**src/rtl/fifo_rd_ctrl.sv**
```systemverilog
// Read-side controller of a dual-clock FIFO: owns the read pointer, the empty flag
// and fill count, and presents memory data through a show-ahead output register.
module fifo_rd_ctrl #(
    parameter int DATASIZE = 8,
    parameter int ADDRSIZE = 4
) (
    input  logic                rclk,
    input  logic                rrst_n,
    input  logic [ADDRSIZE:0]   rq2_wptr,
    input  logic [DATASIZE-1:0] rdata,
    output logic [ADDRSIZE-1:0] raddr,
    output logic [ADDRSIZE:0]   rptr,
    output logic                rempty,
    output logic [ADDRSIZE:0]   rfill,
    output logic [DATASIZE-1:0] dout,
    output logic                dout_valid,
    input  logic                dout_ready
);

    logic [ADDRSIZE:0]   rbin_q, rbin_d;
    logic [ADDRSIZE:0]   rptr_q, rptr_d;
    logic [ADDRSIZE:0]   rfill_q, rfill_d;
    logic                rempty_q, rempty_d;
    logic [DATASIZE-1:0] dout_q, dout_d;
    logic                dout_valid_q, dout_valid_d;
    logic [ADDRSIZE:0]   wbin;
    logic                rpop;

    // Gray-to-binary: each binary bit is the XOR of all Gray bits at or above it.
    always_comb begin
        wbin = '0;
        for (int i = 0; i <= ADDRSIZE; i++) begin
            wbin[i] = ^(rq2_wptr >> i);
        end
    end

    // Handshake: a word transfers on every rclk edge where dout_valid && dout_ready;
    // while dout_valid is high and dout_ready low, dout and dout_valid are held.
    always_comb begin
        rpop         = !rempty_q && (!dout_valid_q || dout_ready);
        rbin_d       = rbin_q + {{ADDRSIZE{1'b0}}, rpop};
        rptr_d       = (rbin_d >> 1) ^ rbin_d;
        rempty_d     = (rptr_d == rq2_wptr);
        rfill_d      = wbin - rbin_d;
        dout_d       = dout_q;
        dout_valid_d = dout_valid_q;
        if (rpop) begin
            dout_d       = rdata;
            dout_valid_d = 1'b1;
        end else if (dout_valid_q && dout_ready) begin
            dout_valid_d = 1'b0;
        end
    end

    always_ff @(posedge rclk or negedge rrst_n) begin
        if (!rrst_n) begin
            rbin_q       <= '0;
            rptr_q       <= '0;
            rfill_q      <= '0;
            rempty_q     <= 1'b1;
            dout_q       <= '0;
            dout_valid_q <= 1'b0;
        end else begin
            rbin_q       <= rbin_d;
            rptr_q       <= rptr_d;
            rfill_q      <= rfill_d;
            rempty_q     <= rempty_d;
            dout_q       <= dout_d;
            dout_valid_q <= dout_valid_d;
        end
    end

    assign raddr      = rbin_q[ADDRSIZE-1:0];
    assign rptr       = rptr_q;
    assign rempty     = rempty_q;
    assign rfill      = rfill_q;
    assign dout       = dout_q;
    assign dout_valid = dout_valid_q;

endmodule

```
**config.mk**
```make
export PLATFORM = sky130hd
export DESIGN_NAME = fifo_rd_ctrl
export DESIGN_NICKNAME = d
export VERILOG_FILES = /design/src/rtl/fifo_rd_ctrl.sv
export SDC_FILE = /design/constraint.sdc
export NUM_CORES = 1
export LEC_CHECK = 0
export CORE_MARGIN = 8
export CORE_UTILIZATION = 40
export DETAILED_ROUTE_END_ITERATION = 16
export GPL_TIMING_DRIVEN = 0
export PLACE_DENSITY_LB_ADDON = 0.25
export REMOVE_ABC_BUFFERS = 1
export SKIP_LAST_GASP = 1
export SLEW_MARGIN = 20
export SYNTH_ARGS = -nofsm -noshare
export SYNTH_HDL_FRONTEND = slang
export SYNTH_SLANG_ARGS = --single-unit
```
**constraint.sdc**
```tcl
create_clock -name rclk -period 2.75 [get_ports rclk]
set_input_delay 0.4125 -clock rclk [delete_from_list [all_inputs] [get_ports rclk]]
set_output_delay 0.4125 -clock rclk [all_outputs]
set_load 0.005 [all_outputs]
```
Word-level counts from Yosys, hierarchy flattened
Cells that the tools add are included.
- $add $sub $neg: 2
- equality and inequality tests: 1
- multiplexer cells: 2
- bitwise gates (word level): 1
- reductions and logical operators: 11
- operators by type and width (cell ; count):
    $reduce_xor 5->1 ; 5
    $add 5x1->5 ; 1
    $eq 5x5->1 ; 1
    $sub 5x5->5 ; 1
    $xor 4x5->5 ; 1
    $logic_and 1x1->1 ; 2
    $logic_not 1->1 ; 2
    $mux 1 ; 2
    $reduce_bool 2->1 ; 1
    $logic_or 1x1->1 ; 1
- register bits: 25
- input bits: 16
- output and inout port bits: 24
- logic and storage cells: 23

Longest topological paths before layout
- depth after elaboration: 6
- depth in mapped cells: 10
- depth with buffers taken out: 10

Least setup slack after synthesis
Ideal clock, no wire load.
- kind: input port to flip-flop
- start: input dout_ready
- end: register rfill_q[4], in the netlist rfill[4]
- library setup time: 126 ps
- arrival time: 2497 ps
- required time: 2624 ps
- setup slack: 127 ps
- stages on the path: 10
- buffers on the path: 0
- cells stage by stage: inv_1 -> a21oi_2 -> ha_1 -> ha_1 -> xor2_2 -> inv_1 -> ha_1 -> a21oi_1 -> maj3_1 -> xnor2_1
- longest elaborated chain between the ends: 4
- RTL lines (element ; line ; text):
    start, declared ; 17 ; input logic dout_ready
    $logic_or 1x1->1 ; 40 ; rpop = !rempty_q && (!dout_valid_q || dout_ready);
    $logic_and 1x1->1 ; 40 ;
    $add 5x1->5 ; 41 ; rbin_d = rbin_q + {{ADDRSIZE{1'b0}}, rpop};
    via rbin_d[2] ; 20 ; logic [ADDRSIZE:0] rbin_q, rbin_d;
    $sub 5x5->5 ; 44 ; rfill_d = wbin - rbin_d;
    via rfill_d[4] ; 22 ; logic [ADDRSIZE:0] rfill_q, rfill_d;
    end signal, assigned ; 66 ; rfill_q <= rfill_d;
    end, declared ; 22 ;
The timed path passes the listed nets, and every way through them passes these cells.
A chain may end at the register's enable or synchronous reset.

Worst setup path in the final report
Same ends and word-level chain as after synthesis.

==> flow_summary.yaml <==
global_route:
  first_global_vias: 867
  grt_max_degree: 25
  grt_antenna_before_repair: 0
  gr-usage-all-layers_pct: 10.1
  grt-ovfl-total: 0
  grt_pass1_wl_mm: 4.08
yosys:
  yosys_warnings: 0
  synthTopCellsByCount: "dfrtp_1, xor2_1, xnor2_1, mux2_2, inv_1"
  synth_cell_type_count: 25
  synth_area_sq_mm: 0.00117
  synth_edf_count: 0
  synth-seq-cells: 24
  yosys.area.top_type: "dfrtp_1"
  ys_top_cells_by_area: "dfrtp_1, mux2_2, xor2_1"
  synth_cells: 87
  synth_most_common_cell: "dfrtp_1"
  synthArstFlopShare_pct: 100
  synth.avg_cell_area_sq_um: 13.4
  synth_seq_area_share_pct: 51.4
  synth_top_area_share_pct: 49.2
  synth-main-ff-cell: "dfrtp_1"
floorplanning:
  die_w_um: 70.1
  die_area_sq_mm: 0.00491
  rows: 19
  start_util_pct: 42.4
  ios: 40
  die_h_um: 70.1
  core_sq_mm: 0.00276
layout:
  antennaDiodeCount: 0
  fin_util_pct: 61.1
  multiInputGateArea_sq_um: 558
  num-fill-cells: 232
  drive_gt1_share_pct: 18.9
  fin_nets: 155
  area_growth_pct: 44.1
  seqCellArea_sq_um: 602
clock_tree:
  path_clk_slew_ps: 130
  cts_root_buffer: "clkbuf_4"
  cts_tree: "yes"
  clock_sinks: 24
  clockBufferDepth: 2
  cts_hold_buffers: 0
  clock_latency_ps: 310
  numCtsBuffers: 3
  cts_max_level: 1
timing:
  layout_worst_path_cycle_share_pct: 96.0
  fin_skew_ps: 0.992
  finalSetupViolations: 0
  whs_ps: 54.9
  tightest_slew_ps: 528
  hold_viol_final: 0
  max_clock_freq_mhz: 379
  rsz0062_at_grt: "no"
  min_period_ps: 2640
  slew_headroom_pct: 64.8
  report.final.slew_viol_count: 0
worst_setup_path:
  end_kind: "flip-flop"
  crit_chain: "clkdlybuf4s50_1 > inv_1 > a21oi_4 > ha_1 > ha_4 > xor2_2 > inv_1 > ha_1 > a21oi_1 > maj3_1 > xnor2_1"
  start_kind: "input pin"
  critical_path.max_fanout: 5
  cp_data_arrival_time_ps: 2850
  critPathRequiredTime_ps: 2960
  cpPeakStageDelay_ps: 470
  slowest_stage: "clkdlybuf4s50_1"
  critical_path_class: "input pin to flip-flop"
pwr:
  leakage_nw: 0.738
  ir_worst_vdd_mv: 0.732
  finalPower_mw: 2.03
  power_density_mw_per_mm2: 1210
drt:
  drc: 0
  vias: 781
  dr.pass1.iters: 3
  ant_nets: 0
  wl_per_cell_um: 14.5
  wl_mm: 2.36
  vias_per_cell: 4.79
  drt_iter0_markers: 16
min_path:
  hold_class: "input pin to asynchronous set/reset pin"
run_status:
  status: "finished clean"
placement:
  portBuffers: 39
  hpwl_mm: 1.81
  gp_congestion: 0.775
job:
  drv_cap: 0
power by group:
part           leakage (nW)  internal [mW]  switching [mW]  total, mW
Combinational         0.433          0.678           0.453       1.13
Clock                0.0279          0.147           0.106      0.254
Sequential            0.277          0.529           0.119      0.647
worst max-delay path, delay by kind of cell:
family / cells / cell delay, ps
AOI/OAI and AO/OA: 2 / 230
xor gates and xnor gates: 2 / 370
adders and majority gates: 4 / 1200
buffers and inverters: 3 / 650
stage by stage:
stage	setup TNS (ps)	cells	setup slack, ps	area [sq um]
floorplan	0	86	127	1160
global placement	-1410	156	-661	1590
detailed placement	-1600	156	-699	1590
CTS	0	161	30.8	1670
global route	0	163	7.14	1690
finish	0	163	111	1690
cell type report:
type / instances / share of cell area, %
Multi-Input combinational cell: 55 / 33.1
Inverter: 7 / 1.56
Clock buffer: 3 / 1.34
Timing Repair Buffer: 42 / 24.2
Tap cell: 31 / 2.30
Sequential cell: 24 / 35.7
Clock inverter: 1 / 1.78
flip-flops by register name, summed over array words and instances (netlist names):
register,count
dout,8
rbin_q,5
rfill,5
rptr,4
dout_valid,1
rempty,1
kinds of logic after synthesis:
group / after synthesis / share of synthesized area, %
AO/OA/AOI/OAI: 8 / 5.24
XOR/XNOR: 23 / 19.8
adder cells (fa/ha/maj): 7 / 7.91
buffers and inverters: 8 / 3.21
flip-flops: 24 / 51.4
multiplexers: 9 / 8.56
AND/OR/NAND/NOR: 8 / 3.85
routing by layer:
metal	track usage, %	wire length (um)
met1	12.0	1040
met2	15.6	1060
met3	4.24	208
met4	4.02	49
met5	0	0
what timing repair did:
item,4_1_cts,5_1_grt
setup endpoints to repair,2,1
pin swaps,1,2
gates resized for setup,3,1
buffers inserted,1,2
final timing paths:
kind,start,to,slack (ps),cells after the start
min in group rclk,rempty,dout_valid,510,1
hold / removal,rrst_n,dout[0],50,1
max in group asynchronous,rrst_n,rempty,2330,1
setup reg to reg,dout_valid,rfill[4],260,9
hold reg to reg,rempty,dout_valid,510,1
setup / recovery,dout_ready,rfill[4],110,11
placed cells by master (no fill, tap or decap), types with 2 or more instances in the layout:
cell type and n:
xor2_1 9, inv_1 7, buf_4 3, nand3_1 2
xor2_2 2, ha_1 4, nand2_1 3, xnor2_1 9
xnor2_2 3, clkbuf_4 3, clkdlybuf4s50_1 38, a21oi_1 2
dfrtp_1 23, mux2_2 8
No activity file was read; power rests on OpenSTA's default activity.
